`src/rtl/mdu_arbiter_pkg.sv`:
```
// Shared definitions for the MDU arbiter: op codes, FSM encodings, transaction payload.
// Latency: none (declarations only).
// Backpressure: n/a.
package mdu_arbiter_pkg;

  // M-extension op codes, shared with the MDU and the decoder
  localparam logic [2:0] OP_MUL    = 3'b000;
  localparam logic [2:0] OP_MULH   = 3'b001;
  localparam logic [2:0] OP_MULHSU = 3'b010;
  localparam logic [2:0] OP_MULHU  = 3'b011;
  localparam logic [2:0] OP_DIV    = 3'b100;
  localparam logic [2:0] OP_DIVU   = 3'b101;
  localparam logic [2:0] OP_REM    = 3'b110;
  localparam logic [2:0] OP_REMU   = 3'b111;

  // Sequencer state encodings
  localparam logic [1:0] ST_IDLE  = 2'd0;
  localparam logic [1:0] ST_ISSUE = 2'd1;
  localparam logic [1:0] ST_WAIT  = 2'd2;
  localparam logic [1:0] ST_RESP  = 2'd3;

  // Watchdog: default abort threshold and counter width (covers the 40..255 range)
  localparam int unsigned TIMEOUT_DEFAULT = 64;
  localparam int unsigned WD_W            = 8;

  // Result returned on a watchdog abort
  localparam logic [31:0] ABORT_RESULT = 32'hFFFF_FFFF;

  // Operation latched at accept and held on the MDU inputs for the whole transaction
  typedef struct packed {
    logic [2:0]  op;
    logic [31:0] x;
    logic [31:0] y;
  } mdu_txn_t;

  // Two-way round-robin pick: a lone requester wins; on a tie ptr selects (0 = req0)
  function automatic logic [1:0] rr_grant(input logic [1:0] valid, input logic ptr);
    logic [1:0] g;
    g = 2'b00;
    case (valid)
      2'b01:   g = 2'b01;
      2'b10:   g = 2'b10;
      2'b11:   g = ptr ? 2'b10 : 2'b01;
      default: g = 2'b00;
    endcase
    return g;
  endfunction

endpackage

```
`src/rtl/mdu_rr_arb.sv`:
```
// Two-way round-robin picker producing a one-hot grant from valid bits and a priority pointer.
// Latency: purely combinational.
// Backpressure: none; the caller qualifies the grant with its own readiness.
module mdu_rr_arb
  import mdu_arbiter_pkg::*;
(
  input  logic [1:0] valid,
  input  logic       ptr,
  output logic [1:0] grant
);

  // Pointer names the favoured requester when both are valid
  always_comb begin
    grant = rr_grant(valid, ptr);
  end

endmodule

```
`src/rtl/mdu_arbiter.sv`:
```
// Two-port arbiter/sequencer for the shared MDU with start/done handshake and watchdog abort.
// Latency: accept->start 1 cycle, done->rsp_valid 1 cycle; 3 cycles overhead plus MDU latency.
// Backpressure: one transaction in flight; both req readies low until the response handshakes.
module mdu_arbiter
  import mdu_arbiter_pkg::*;
#(
  parameter int unsigned TIMEOUT = TIMEOUT_DEFAULT
) (
  input  logic        clk,
  input  logic        reset,

  input  logic        req0_valid,
  output logic        req0_ready,
  input  logic [2:0]  req0_op,
  input  logic [31:0] req0_x,
  input  logic [31:0] req0_y,

  input  logic        req1_valid,
  output logic        req1_ready,
  input  logic [2:0]  req1_op,
  input  logic [31:0] req1_x,
  input  logic [31:0] req1_y,

  output logic        rsp0_valid,
  input  logic        rsp0_ready,
  output logic        rsp1_valid,
  input  logic        rsp1_ready,
  output logic [31:0] rsp_data,
  output logic        rsp_err,

  output logic        mdu_start,
  output logic [2:0]  mdu_operation,
  output logic [31:0] mdu_x,
  output logic [31:0] mdu_y,
  input  logic        mdu_done,
  input  logic [31:0] mdu_result,
  output logic        mdu_reset
);

  // Last watchdog count value before the abort fires
  localparam logic [WD_W-1:0] WD_LAST = WD_W'(TIMEOUT - 1);

  logic [1:0]      state_q;
  logic            ptr_q;       // 0 favours req0 on a tie
  logic            gid_q;       // id of the requester being served
  logic [WD_W-1:0] wd_cnt_q;
  logic [31:0]     result_q;
  logic            err_q;
  logic            abort_q;     // one-cycle MDU reset after a watchdog abort
  mdu_txn_t        txn_q;

  logic [1:0]      grant;
  logic            in_idle;
  logic            accept;
  logic            wd_hit;
  logic            rsp_go;
  mdu_txn_t        req_sel;

  mdu_rr_arb u_rr_arb (
    .valid (({req1_valid, req0_valid})),
    .ptr   (ptr_q),
    .grant (grant)
  );

  // Handshake decode: only the winner sees ready, and only in IDLE out of reset
  always_comb begin
    in_idle    = reset && (state_q == ST_IDLE);
    req0_ready = in_idle && grant[0];
    req1_ready = in_idle && grant[1];
    accept     = req0_ready || req1_ready;
    wd_hit     = (wd_cnt_q == WD_LAST);
    rsp_go     = (state_q == ST_RESP) && (gid_q ? rsp1_ready : rsp0_ready);
    req_sel    = grant[1] ? mdu_txn_t'({req1_op, req1_x, req1_y})
                          : mdu_txn_t'({req0_op, req0_x, req0_y});
  end

  // Sequencer: IDLE -> ISSUE -> WAIT -> RESP, with watchdog count and result capture
  always_ff @(posedge clk or negedge reset) begin
    if (!reset) begin
      state_q  <= ST_IDLE;
      wd_cnt_q <= '0;
      result_q <= '0;
      err_q    <= 1'b0;
    end else begin
      case (state_q)
        ST_IDLE: begin
          if (accept) state_q <= ST_ISSUE;
        end
        ST_ISSUE: begin
          wd_cnt_q <= '0;
          state_q  <= ST_WAIT;
        end
        ST_WAIT: begin
          // A done in the timeout cycle still counts as a normal completion
          if (mdu_done) begin
            result_q <= mdu_result;
            err_q    <= 1'b0;
            state_q  <= ST_RESP;
          end else if (wd_hit) begin
            result_q <= ABORT_RESULT;
            err_q    <= 1'b1;
            state_q  <= ST_RESP;
          end else begin
            wd_cnt_q <= wd_cnt_q + 1'b1;
          end
        end
        ST_RESP: begin
          if (rsp_go) state_q <= ST_IDLE;
        end
        default: state_q <= ST_IDLE;
      endcase
    end
  end

  // Abort pulse lands in the cycle after the timeout, alongside rsp_valid
  always_ff @(posedge clk or negedge reset) begin
    if (!reset) begin
      abort_q <= 1'b0;
    end else begin
      abort_q <= (state_q == ST_WAIT) && !mdu_done && wd_hit;
    end
  end

  // Operand latch: the MDU output mux depends on op, so hold it until the next accept
  always_ff @(posedge clk or negedge reset) begin
    if (!reset) begin
      txn_q <= '{op: OP_MUL, x: 32'd0, y: 32'd0};
      gid_q <= 1'b0;
    end else if (accept) begin
      txn_q <= req_sel;
      gid_q <= grant[1];
    end
  end

  // Priority pointer moves away from whoever was just served
  always_ff @(posedge clk or negedge reset) begin
    if (!reset) begin
      ptr_q <= 1'b0;
    end else if (rsp_go) begin
      ptr_q <= ~gid_q;
    end
  end

  // Output drive: everything below comes from state or registers
  always_comb begin
    mdu_start     = (state_q == ST_ISSUE);
    mdu_operation = txn_q.op;
    mdu_x         = txn_q.x;
    mdu_y         = txn_q.y;
    rsp0_valid    = (state_q == ST_RESP) && !gid_q;
    rsp1_valid    = (state_q == ST_RESP) && gid_q;
    rsp_data      = result_q;
    rsp_err       = err_q;
    mdu_reset     = !reset || abort_q;
  end

endmodule
```
`config.mk`:
```
export PLATFORM = sky130hd
export DESIGN_NAME = mdu_arbiter
export DESIGN_NICKNAME = d
export VERILOG_FILES = /design/src/rtl/mdu_arbiter_pkg.sv /design/src/rtl/mdu_rr_arb.sv /design/src/rtl/mdu_arbiter.sv
export SDC_FILE = /design/constraint.sdc
export NUM_CORES = 1
export LEC_CHECK = 0
export CORE_MARGIN = 1.5
export CORE_UTILIZATION = 45
export DETAILED_ROUTE_END_ITERATION = 16
export DONT_BUFFER_PORTS = 1
export PLACE_DENSITY = 0.61
export SLEW_MARGIN = 20
export SYNTH_ARGS = -nofsm -noshare
export SYNTH_HDL_FRONTEND = slang
export SYNTH_SLANG_ARGS = --single-unit
export TNS_END_PERCENT = 10
```
`constraint.sdc`:
```
create_clock -name clk -period 5.2 [get_ports clk]
set_clock_uncertainty 0.15 [all_clocks]
set_input_delay 0.78 -clock clk [delete_from_list [all_inputs] [get_ports clk]]
set_output_delay 0.78 -clock clk [all_outputs]
set_load 0.05 [all_outputs]
```
==> results.md, run 1 <==
| Group | Metric | Reported |
|---|---|---|
| setup path | Classification of the worst setup path | register to primary output |
| synthesis | #FFs+latches synth | 113 |
| power | Max VDD drop | 0.3481 mV |
| setup path | Buffers & Inverters on Critical Path | 1 |
| setup path | Data arrival time of the critical path | 2120 ps |
| min path | Type of the worst min-delay path | primary input to async pin |
| routing | Number of vias after detailed routing | 3354 |
| timing | Number of endpoints with negative hold slack in the final report | 0 |
| setup path | Kind of capture point of the worst setup path | primary output |
| timing | Setup total negative slack | 0 ps |
| clocking | Post-CTS Repair Setup Buffers | 0 |
| power | Power density over the cells | 820.3 mW/mm^2 |
| final layout | Area of all placed cells without fillers | 0.005694 sq mm |
| final layout | Combined area of the multi-input logic cells | 0.002042 sq mm |
| clocking | Clk Latency, worst-skew pair | 400 ps |
| routing | Drt pass-1 iters | 4 |
| placement | Number of buffer cells added on primary ports | 0 |
| floorplanning | Core Footprint | 0.01094 sq mm |
| clocking | Worst-case clock buffer depth | 2 |
| grt | Leftover overflow at the end of global routing | 0 |
| synthesis | Cell Area, Synth | 0.005072 sq mm |
| setup path | Crit-path max FO | 4 |
| timing | Number of slew-limit violations in the final report | 0 |
| clocking | Clock buffers created by TritonCTS | 17 |
| setup path | Crit path required time | 4270 ps |
| synthesis | Number of warnings printed during yosys synthesis | 0 |
| floorplanning | Die area | 0.01192 sq mm |
| grt | Antenna violations before repair | 0 |
| placement | Placed cell count | 567 |
| grt | Vias in the first global route | 3263 |
| clocking | Clock tree root buffer cell | sky130_fd_sc_hd__clkbuf_16 |
| floorplanning | Die Wd | 109.2 microns |
| grt | Pin count of the biggest net entering global routing | 114 |
| routing | Wire length per cell | 19.70 microns |
| clocking | Clock H-tree levels | 4 |
| final layout | Fillers | 997 |
| placement | Detail Placement HPWL | 8.290 mm |
| routing | Total routed wirelength | 11.78 mm |
| final layout | ANT cells | 0 |
| synthesis | Fraction of registers with async set/reset | 1.000 |
| routing | Post-route DRC | 0 |
| setup path | Startpoint kind of the worst setup timing path | register |
| clocking | Post-cts resize count | 0 |
| routing | First DRT Iteration DRCs | 180 |
| floorplanning | Vertical extent of the die | 109.2 microns |
| final layout | Non-filler cells, final | 598 |
| grt | Aggregate global-route resource usage | 0.1930 |
| timing | Measured slew at the worst slew-check pin | 1069 ps |
| placement | GPL Wtd Cong | 0.8074 |
| final layout | Final layout net count | 626 |
| power | Leak pwr | 2.644 nW |
| timing | Headroom to the max-slew limit | 0.2855 |
| synthesis | Post-Synthesis Net Count | 636 |
| floorplanning | Initial core utilization | 0.4638 |
| setup path | Critical-path top delay cell | sky130_fd_sc_hd__a211oi_2 |
| synthesis | Share of the yosys chip area belonging to registers | 0.5575 |
| timing | Time the final worst path needs with I/O delays and setup | 3050 ps |
| routing | Final antenna-violating net count | 0 |
| floorplanning | Total I/O pin count | 279 |
| grt | Global-route wire length before repair | 17.08 mm |
| routing | Routed via count divided by cell count | 5.609 |
| clocking | Hold bufs inserted after CTS | 1 |
| timing | RSZ-0062 raised after global routing | false |
| synthesis | Post-Syn Area per Cell | 11.10 sq um |
| synthesis | Number of synthesized flops with an enable pin | 0 |
| final layout | Layout area overhead | 12.26% |
| synthesis | Cells after Synth | 457 |
| floorplanning | Site row count | 38 |
| final layout | Fraction of the core area covered by cells at the end of the flow | 0.5207 |
| synthesis | Top flip-flop cell by instance count after synthesis | sky130_fd_sc_hd__dfrtp_1 |
| timing | Share of the clock period used by the worst path after layout | 0.5865 |
| final layout | Fraction of layout instances using a drive strength above 1 | 0.08734 |
| setup path | Slowest stage delay, CP | 810 ps |
| placement | Cell area reported after detailed placement | 0.005105 sq mm |
| setup path | Cell type group with the largest total delay on the critical path | compound AO/OA/AOI/OAI gates |
| synthesis | Count of distinct cell types in the synthesized netlist | 38 |
| flow run | Count of maximum capacitance violations | 0 |
| timing | Maximum frequency from static timing analysis | 0.3279 GHz |
| timing | Setup violation total in the final timing report | 0 |
| setup path | Cells traversed along the worst timing path | inv_1, ha_1, nand2_1, a211oi_2 |
| clocking | Clk slew on worst S/H paths | 50 ps |
| final layout | Leading cell types in the layout, fill and taps excluded | sky130_fd_sc_hd__dfrtp_1, sky130_fd_sc_hd__nand2_1, sky130_fd_sc_hd__mux2i_1, sky130_fd_sc_hd__o21ai_0, sky130_fd_sc_hd__o22a_1 |
| timing | Min Hold Slack | 191.0 ps |
| final layout | Sequential cell area in the final layout | 0.002828 sq mm |
| clocking | Clk sink count | 113 |
| outcome | Result of the run | finished clean |
| clocking | Clock tree from TritonCTS | yes |
| final layout | Commonest non-fill, non-tap cell in the layout | sky130_fd_sc_hd__dfrtp_1 |
-- power breakdown --
group | internal, mW | switching (mW)
logic | 0.328 | 0.464
clock network | 0.710 | 0.370
registers | 1.24 | 1.56
-- area by class of cell --
class,count,area share
flip-flops and latches,113,0.4966
inverters,9,0.005933
clock buffers,24,0.08811
multi-input cells,303,0.3586
repair buffers,3,0.01033
clock inverters,6,0.009668
well taps,140,0.03076
-- Yosys cell counts (all sizes together), types with 2 or more instances --
| library cell | count | area share |
|---|---|---|
| or4 | 2 | 0.0037 |
| clkbuf | 11 | 0.0081 |
| nor2b | 2 | 0.0025 |
| nor2 | 3 | 0.0022 |
| nand3 | 7 | 0.0079 |
| a31oi | 2 | 0.0025 |
| o311ai | 4 | 0.0069 |
| o21ai | 74 | 0.074 |
| o41ai | 2 | 0.0049 |
| nand2 | 81 | 0.060 |
| and2 | 3 | 0.0037 |
| o211ai | 2 | 0.0039 |
| dfrtp | 113 | 0.56 |
| ha | 6 | 0.015 |
| mux2i | 70 | 0.14 |
| inv | 9 | 0.0067 |
| buf | 21 | 0.030 |
| o22a | 32 | 0.055 |
| or3 | 3 | 0.0037 |
| a21oi | 2 | 0.0020 |
-- worst register-to-register path, delay by kind of cell (launching register included) --
family | cells | cell delay [ps]
adders and majority gates | 1 | 210
AOI/OAI and AO/OA | 2 | 1070
and+or+nand+nor | 2 | 790
DFF | 1 | 400
-- metal layers --
layer,global-route usage,vias to the layer above,part of all wire
met1,0.2139,1567,0.37
met3,0.07591,18,0.098
li1,-,1601,-
met5,0,-,0
met4,0.07792,0,0.019
met2,0.3308,168,0.52
-- logic make-up after synthesis --
group | count (synthesis) | share of synthesized area
compound gates | 123 | 0.1569
fa+ha+maj | 6 | 0.01480
buf+inv | 41 | 0.04514
flops | 113 | 0.5575
mux | 70 | 0.1381
simple gates | 104 | 0.08757
-- final timing paths --
kind	slack, ps	from	depth (start not counted)	end
setup reg to reg	2520	wd_cnt_q[0]	5	rsp_data[24]
setup / recovery	2150	state_q[0]	4	req0_ready
hold reg to reg	420	gid_q	1	ptr_q
hold / removal	190	reset	1	rsp_data[28]
min in group clk	290	mdu_done	1	abort_q
max in group asynchronous	4310	reset	1	mdu_y[31]
-- registers in the layout, indices dropped and copies added, names as in the netlist --
signal,count
mdu_x,32
gid_q,1
mdu_y,32
rsp_data,32
abort_q,1
ptr_q,1
wd_cnt_q,8
rsp_err,1
mdu_operation,3
state_q,2
-- stage by stage --
| step | setup slack (ps) | power, mW |
|---|---|---|
| 6_report | 2150 | 4.671 |
| 5_1_grt | 2029 | 4.900 |
| 4_1_cts | 2125 | 4.715 |
| 3_5_place_dp | 2253 | 3.613 |
| 3_3_place_gp | 2403 | 3.563 |
| 2_1_floorplan | 2167 | 3.392 |
Note: power is estimated with default switching activity, not from simulation.
==> inputs of run 2 (changes only) <==
Settings changed: PLACE_DENSITY 0.61 to 0.63.
Clock period 5.2 ns to 2.75 ns, I/O delays scaled along.
==> run 2 against run 1 <==
Effect of this change:
- the flow now finishes with violations (hold timing)
- largest power group unchanged
- utilization is 4.5 points higher
- sequential share of layout area is 3.9 points lower
- non-clock buffer count is 43 higher
- die area stayed put
==> results.md, run 2 (synthesis gave the netlist of run 1 again) <==
| Group | Metric | Reported |
|---|---|---|
| floorplanning | Site row count | 38 |
| floorplanning | Vertical extent of the die | 109.2 microns |
| floorplanning | Core Footprint | 0.01094 sq mm |
| placement | Number of buffer cells added on primary ports | 0 |
| setup path | Crit path required time | 2190 ps |
| timing | Headroom to the max-slew limit | 0.3887 |
| final layout | Final layout net count | 669 |
| grt | Pin count of the biggest net entering global routing | 118 |
| power | Max VDD drop | 0.8102 mV |
| grt | Global-route wire length before repair | 17.82 mm |
| timing | Measured slew at the worst slew-check pin | 912.5 ps |
| outcome | Violations in the final reports | hold timing |
| setup path | Total number of cells along the worst setup path | 5 |
| routing | Routed via count divided by cell count | 5.516 |
| setup path | Path depth of the worst reg2reg path | 7 |
| timing | Min Hold Slack | -437.1 ps |
| setup path | Slowest stage delay, CP | 400 ps |
| setup path | Crit-path max FO | 4 |
| clocking | Post-cts resize count | 0 |
| routing | Post-route DRC | 0 |
| placement | GPL Wtd Cong | 0.7699 |
| clocking | Clock tree from TritonCTS | yes |
| grt | Aggregate global-route resource usage | 0.2020 |
| setup path | Startpoint kind of the worst setup timing path | register |
| final layout | Sequential cell area in the final layout | 0.002828 sq mm |
| routing | Final antenna-violating net count | 0 |
| clocking | Post-CTS Repair Setup Buffers | 0 |
| floorplanning | Total I/O pin count | 279 |
| routing | Number of vias after detailed routing | 3547 |
| timing | Maximum frequency from static timing analysis | 0.4259 GHz |
| setup path | Critical-path top delay cell | sky130_fd_sc_hd__dfrtp_1 |
| timing | Time the final worst path needs with I/O delays and setup | 2348 ps |
| timing | Setup total negative slack | 0 ps |
| min path | Type of the worst min-delay path | primary input to async pin |
| final layout | Combined area of the multi-input logic cells | 0.002041 sq mm |
| final layout | Area of all placed cells without fillers | 0.006182 sq mm |
| placement | Detail Placement HPWL | 8.458 mm |
| clocking | Clk Latency, worst-skew pair | 400 ps |
| timing | Share of the clock period used by the worst path after layout | 0.8538 |
| final layout | Fraction of layout instances using a drive strength above 1 | 0.1034 |
| clocking | Clk slew on worst S/H paths | 50 ps |
| clocking | Clk sink count | 113 |
| clocking | Hold bufs inserted after CTS | 33 |
| routing | Total routed wirelength | 12.21 mm |
| floorplanning | Die area | 0.01192 sq mm |
| timing | Setup violation total in the final timing report | 0 |
| timing | Number of endpoints with negative hold slack in the final report | 113 |
| outcome | Result of the run | complete, but fails checks |
| setup path | Cell type group with the largest total delay on the critical path | flip-flops |
| setup path | Data arrival time of the critical path | 1790 ps |
| final layout | Commonest non-fill, non-tap cell in the layout | sky130_fd_sc_hd__dfrtp_1 |
| floorplanning | Initial core utilization | 0.4638 |
| routing | First DRT Iteration DRCs | 193 |
| clocking | Clock H-tree levels | 4 |
| power | Leak pwr | 2.860 nW |
| timing | RSZ-0062 raised after global routing | false |
| setup path | Classification of the worst setup path | register to primary output |
| flow run | Count of maximum capacitance violations | 0 |
| setup path | Kind of capture point of the worst setup path | primary output |
| grt | Vias in the first global route | 3419 |
| routing | Wire length per cell | 18.99 microns |
| timing | Number of slew-limit violations in the final report | 0 |
| final layout | Layout area overhead | 21.88% |
| placement | Cell area reported after detailed placement | 0.005213 sq mm |
| floorplanning | Die Wd | 109.2 microns |
| power | Power density over the cells | 1485 mW/mm^2 |
| routing | Drt pass-1 iters | 6 |
| setup path | Cells traversed along the worst timing path | inv_1, ha_1, nand2_1, a211oi_2, buf_4 |
| grt | Leftover overflow at the end of global routing | 0 |
| clocking | Clock tree root buffer cell | sky130_fd_sc_hd__clkbuf_16 |
| final layout | Fillers | 929 |
| final layout | ANT cells | 0 |
| grt | Antenna violations before repair | 0 |
| final layout | Leading cell types in the layout, fill and taps excluded | sky130_fd_sc_hd__dfrtp_1, sky130_fd_sc_hd__nand2_1, sky130_fd_sc_hd__mux2i_1, sky130_fd_sc_hd__o21ai_0, sky130_fd_sc_hd__dlygate4sd3_1 |
| setup path | Buffers & Inverters on Critical Path | 2 |
| clocking | Clock buffers created by TritonCTS | 17 |
| clocking | Worst-case clock buffer depth | 2 |
run 2: worst reg2reg max path, cell delays in order, from the launching register on:
cell and delay, ps:
sky130_fd_sc_hd__dfrtp_1 400, sky130_fd_sc_hd__ha_1 200, sky130_fd_sc_hd__nand2_2 100, sky130_fd_sc_hd__o41ai_2 280
sky130_fd_sc_hd__buf_4 220, sky130_fd_sc_hd__and2_1 140, sky130_fd_sc_hd__buf_4 320, sky130_fd_sc_hd__o22a_1 220
run 2: final cells by class:
type                       instances  area share
sequential                       113      0.4574
multi-input combinational        303      0.3301
clock buffer                      22     0.07832
timing repair buffer              46     0.07529
tap                              140     0.02833
clock inverter                    10     0.02510
inverter                           9    0.005464
run 2: metal layers:
metal  up-vias  GRT usage  routed length (microns)
li1       1688          -                        -
met2       159     0.3500                     6395
met1      1689     0.2296                     4736
met3        11    0.06934                      945
met5         -          0                        0
met4         0    0.07607                      131
run 2: worst paths after layout:
kind	start	end	slack [ps]
min in group clk	rsp1_ready	ptr_q	40
setup reg to reg	wd_cnt_q[0]	rsp_data[25]	660
hold reg to reg	wd_cnt_q[3]	wd_cnt_q[3]	420
setup / recovery	state_q[1]	req0_ready	400
hold / removal	reset	mdu_x[19]	-440
max in group asynchronous	reset	mdu_y[11]	2760
run 2: power by group:
part,switching [mW],internal [mW]
Combinational,0.860,0.690
Clock,0.732,1.61
Sequential,2.96,2.34
run 2: through the flow:
stage | utilization | cells | worst slack, ps | total power, mW
after floorplan | - | 457 | 161.1 | 6.415
after global placement | 0.4767 | 578 | 756.4 | 6.765
after detailed placement | 0.4767 | 578 | 707.0 | 6.859
after CTS | 0.5653 | 643 | 380.9 | 9.256
after global routing | 0.5653 | 643 | 307.1 | 9.620
final | 0.5653 | 643 | 402.2 | 9.183
